==> src/rtl/fwd_clk_pattern_gen.sv <==
// D0/D1 pattern source for a DDR clock-forwarding output register.
// Emits a 50%-duty clock at clk/div with glitch-free start, stop and ratio changes.
module fwd_clk_pattern_gen #(
   parameter int   DIV_W    = 8,
   parameter int   DEF_DIV  = 1,
   parameter logic IDLE_VAL = 1'b0
) (
   input  logic             clk,
   input  logic             reset,
   input  logic             enable,
   input  logic [DIV_W-1:0] cfg_div,
   input  logic             cfg_valid,
   output logic             cfg_ready,
   output logic             d0,
   output logic             d1,
   output logic             running
);

   localparam int PW = DIV_W + 1;
   localparam int CW = DIV_W + 2;

   typedef enum logic [1:0] {ST_IDLE, ST_RUN, ST_DRAIN} state_t;

   state_t           state_reg;
   logic [DIV_W-1:0] div_act_reg;
   logic [DIV_W-1:0] pend_reg;
   logic             pend_valid_reg;
   logic [PW-1:0]    p_reg;
   logic             d0_reg;
   logic             d1_reg;
   logic             running_reg;

   logic             xfer;
   logic             boundary;
   logic [PW-1:0]    p_adv;
   logic [DIV_W-1:0] cfg_norm;
   logic [DIV_W-1:0] div_next;

   // Pair for half-slot index p: high while the half-slot is inside the first div half-slots.
   function automatic logic [1:0] pair_at(input logic [PW-1:0] p, input logic [DIV_W-1:0] div);
      logic [CW-1:0] pe;
      logic [CW-1:0] de;
      pe = CW'(p);
      de = CW'(div);
      return {(pe < de), ((pe + CW'(1)) < de)};
   endfunction

   always_comb begin
      xfer     = cfg_valid & ~pend_valid_reg;
      boundary = ((CW'(p_reg) + CW'(2)) >= (CW'(div_act_reg) << 1));
      p_adv    = p_reg + PW'(2);
      cfg_norm = (cfg_div == '0) ? DIV_W'(1) : cfg_div;
      div_next = pend_valid_reg ? pend_reg : div_act_reg;
   end

   always_ff @(posedge clk) begin
      if (reset) begin
         state_reg      <= ST_IDLE;
         div_act_reg    <= DIV_W'(DEF_DIV);
         pend_reg       <= DIV_W'(DEF_DIV);
         pend_valid_reg <= 1'b0;
         p_reg          <= '0;
         d0_reg         <= IDLE_VAL;
         d1_reg         <= IDLE_VAL;
         running_reg    <= 1'b0;
      end else begin
         case (state_reg)
            ST_IDLE: begin
               // A pending ratio is applied before any start, so the first period uses it.
               if (pend_valid_reg) begin
                  div_act_reg    <= pend_reg;
                  pend_valid_reg <= 1'b0;
               end else if (xfer) begin
                  pend_reg       <= cfg_norm;
                  pend_valid_reg <= 1'b1;
               end else if (enable) begin
                  state_reg        <= ST_RUN;
                  p_reg            <= '0;
                  {d0_reg, d1_reg} <= pair_at('0, div_act_reg);
                  running_reg      <= 1'b1;
               end
            end
            ST_RUN, ST_DRAIN: begin
               if (xfer) begin
                  pend_reg       <= cfg_norm;
                  pend_valid_reg <= 1'b1;
               end
               if (boundary) begin
                  if (pend_valid_reg) begin
                     div_act_reg    <= pend_reg;
                     pend_valid_reg <= 1'b0;
                  end
                  p_reg <= '0;
                  if (enable) begin
                     state_reg        <= ST_RUN;
                     {d0_reg, d1_reg} <= pair_at('0, div_next);
                  end else begin
                     state_reg   <= ST_IDLE;
                     d0_reg      <= IDLE_VAL;
                     d1_reg      <= IDLE_VAL;
                     running_reg <= 1'b0;
                  end
               end else begin
                  p_reg            <= p_adv;
                  {d0_reg, d1_reg} <= pair_at(p_adv, div_act_reg);
                  state_reg        <= enable ? ST_RUN : ST_DRAIN;
               end
            end
            default: begin
               state_reg   <= ST_IDLE;
               d0_reg      <= IDLE_VAL;
               d1_reg      <= IDLE_VAL;
               running_reg <= 1'b0;
            end
         endcase
      end
   end

   assign cfg_ready = ~pend_valid_reg;
   assign d0        = d0_reg;
   assign d1        = d1_reg;
   assign running   = running_reg;

endmodule

==> config.mk <==
export PLATFORM = sky130hd
export DESIGN_NAME = fwd_clk_pattern_gen
export DESIGN_NICKNAME = d
export VERILOG_FILES = /design/src/rtl/fwd_clk_pattern_gen.sv
export SDC_FILE = /design/constraint.sdc
export NUM_CORES = 1
export LEC_CHECK = 0
export BUFFER_PORTS_ARGS = -buffer_cell sky130_fd_sc_hd__buf_2
export CAP_MARGIN = 20
export CORE_ASPECT_RATIO = 0.9
export CORE_UTILIZATION = 51
export DETAILED_ROUTE_END_ITERATION = 12
export MAX_ROUTING_LAYER = met4
export PLACE_DENSITY = 0.69
export SYNTH_ARGS = -nofsm -noshare
export SYNTH_HDL_FRONTEND = slang
export SYNTH_SLANG_ARGS = --single-unit
==> constraint.sdc <==
create_clock -name clk -period 7.4 [get_ports clk]
set_input_delay 1.48 -clock clk [delete_from_list [all_inputs] [get_ports clk]]
set_output_delay 1.48 -clock clk [all_outputs]
set_load 0.03 [all_outputs]
==> results.md <==
- CP max-delay cell: dfxtp_1
- RePlAce Congestion: 0.8662
- Final hold slack: between 0.4 and 0.5 ns
- FP Rows: 21
- CP endpoint kind: flop
- Met1 Resource Use GR: between 30% and 40%
- Dominant cell type by area after synthesis: dfxtp_1
- Dpl hpwl: approximately 3.4 mm
- Global-route wire length before repair: ~7.4 mm
- Mapped Area: between 2000 and 2500 sq um
- Yosys top cell area share: 29.09%
- Clk pin slew, worst setup/hold paths: approximately 0.060 ns
- Reg area: roughly 600 sq um
- Met3 GRT Util: 3.896%
- Dpl cell area: approximately 2200 sq um
- Clk_lat worst skew: between 0.2 and 0.3 ns
- Vias: about 1.7k
- Worst Path Max Fanout: 8
- Vias in the first global route: ~1.6k
- Inserted Clock Buffers: 5
- Avg WL per Cell: approximately 14 um
- Hold Crit Class: reg2reg
- # DRC: 0
- Clk sinks: 30
- CP Launch Type: flop
- Final Hold Viols: 0
- Sw power: 0.1192 mW
- Fmax: around 0.31 GHz
- Die ar.: ~4300 sq um
- Top area cells in the synthesized netlist: dfxtp_1 29%, ha_1 16%, mux2i_1 7.3%
- Flop pwr share: between 40% and 50%
- Synth warn: 0
- Net Sw Frac: a little under a third
- Multi-input gate area: between 1000 and 1500 sq um
- GRT Total Usage: roughly 22%
- Clock share of power: between 30% and 40%
- Antenna Nets Post-Route: 0
- Power, Total: 0.3944 mW
- Pwr Density: between 150 and 200 nW/um^2
- Max rail drop VDD: about 0.00014 V
- Post_cts resized: 0
- Share of cells above drive strength 1: between 10% and 20%
- Ys async rst share: 0%
- # hold bufs at CTS: 0
- Initial antenna violation count: 0
- RSZ-0062 raised after global routing: no
- Arrival time worst endpoint: ~3.4 ns
- Pleak: about 0.96 nW
- Status: finished clean
- Die W: ~70 um
- CTS tree: yes
- Dominant synthesized flop cell: dfxtp_1
- Grt total ovfl: 0
- Finished Cell Area: ~2300 sq um
- Rel. slew slack: 58.29%
- Number of synthesized flops with an enable pin: 0
- CP Cell Sequence: ha_1 -> and3_2 -> nand3_1 -> xnor2_1 -> ha_1 -> and3_1 -> a21oi_1 -> and3_1 -> nand4b_1 -> o21ai_0
- Slew @ Worst Pin: 0.6176 ns
- Vias per cell: 5.542
- Critical setup path kind: reg2reg
- Area Overhead vs Synth: 9.273%
- I/O pin count: 16
- Clock skew: 0.006225 ns
- H-tree Lvls: 2
- Die height: between 60 and 70 um
- Setup TNS: 0 ns
- First-pass detailed-route iteration total: 5
- # Max-Cap Violations: 0
- Met2 usage: about a third
- Antenna cells: 0
- Mean Syn Cell Area: 8.358 sq um
- Syn_nets: approximately 290
- Syn Inst Count: 247
- Final setup vio count: 0
- DR iter-0 viols: 82
- Number of port buffers: 15
- Synth unique cells: between 40 and 50
- CTS max path bufs: 2
- Busiest grt layer: met2
- Root buffer cell: clkbuf_8
- Fillcell total: between 300 and 400
- Final WL: roughly 4.4 mm
- Initial Utilization: between 50% and 60%
- Crit-path max cell delay: 0.46 ns
- Post-synthesis sequential area ratio: about 29%
- Total core area: about 3800 sq um
- Final Max Tran Viols: 0
- WP data required: about 7.6 ns
- Comb pwr share: approximately a fifth
- Tcrit/Tclk final: 43.35%
- Layout net count: 300
- Top-count cell post-synth: nand2_1
- Largest net degree at the start of global routing: 22
- Yosys reg bits: 30
- Final min period: ~3.2 ns
- Post-CTS Setup Inserts: 0
- Commonest cells post-synth: 33 x nand2_1, 30 x dfxtp_1, 27 x ha_1
- Int Pwr: roughly 0.28 mW
==> worst max-delay path: cells and delay by family, from the launching register on <==
kind / cells / cell delay [ns]
adder cells (fa/ha/maj): 2 / 0.67
XOR/XNOR: 1 / 0.29
AND/OR/NAND/NOR: 5 / 1.29
AO/OA/AOI/OAI: 2 / 0.42
flip-flops: 1 / 0.46
==> metrics by stage <==
step | instances | utilization, % | setup WS [ns]
floorplan | 247 | - | 4.605
global placement | 300 | 57.11 | 4.310
global route | 308 | 59.62 | 3.934
CTS | 308 | 59.62 | 4.222
finish | 308 | 59.62 | 4.192
detailed placement | 300 | 57.11 | 4.246
==> routing by layer <==
layer / part of all wire [%] / up-vias
li1: - / 898
met1: 52 / 763
met2: 41 / 38
met3: 4.4 / 8
met4: 1.8 / 0
met5: 0 / -
==> placed cells by master (no fill, tap or decap), drive strengths merged, types with 2 or more instances in the layout <==
cell type / instances
nor2b: 2
a21oi: 9
xnor2: 7
nand2: 33
o21a: 4
o211ai: 4
nor2: 16
dfxtp: 30
o21ai: 13
a211oi: 3
a21o: 4
mux2i: 15
xor2: 3
clkbuf: 6
and3: 4
nand4: 2
nand3: 8
buf: 16
nor4: 3
nor3: 5
nor3b: 3
inv: 23
ha: 27
and4: 2
==> final timing paths <==
path                               startpoint                     endpoint  slack, ns  cells after the start
setup / recovery        p_reg[1]$_SDFFE_PP0P_        p_reg[1]$_SDFFE_PP0P_       4.19                     10
hold reg to reg   div_act_reg[6]$_SDFFE_PP0P_  div_act_reg[6]$_SDFFE_PP0P_       0.47                      2
hold / removal    div_act_reg[6]$_SDFFE_PP0P_  div_act_reg[6]$_SDFFE_PP0P_       0.47                      2
setup reg to reg        p_reg[1]$_SDFFE_PP0P_        p_reg[1]$_SDFFE_PP0P_       4.19                     10
==> cell families after synthesis <==
kind of cell	after synthesis	synth area share, %
DFF	30	29.09
buffers and inverters	32	6.303
AOI/OAI and AO/OA	48	15.88
and+or+nand+nor	84	20.30
xor gates and xnor gates	10	4.243
adders and majority gates	27	16.36
muxes	16	7.818
==> power groups by stage <==
stage	sequential, mW	clock (mW)	combinational, mW
after detailed placement	0.181	0	0.0768
after global routing	0.179	0.147	0.0861
final	0.177	0.139	0.0780
after global placement	0.181	0	0.0769
after CTS	0.177	0.140	0.0775
after floorplan	0.182	0	0.0545
==> final cells by class <==
class | count | area share, %
clock inverter | 2 | 0.5546
clock buffer | 6 | 3.661
inverter | 23 | 3.827
tap | 46 | 2.551
sequential | 30 | 26.62
multi-input combinational | 185 | 59.12
timing repair buffer | 16 | 3.661
Power figures use the tool's default switching activity.
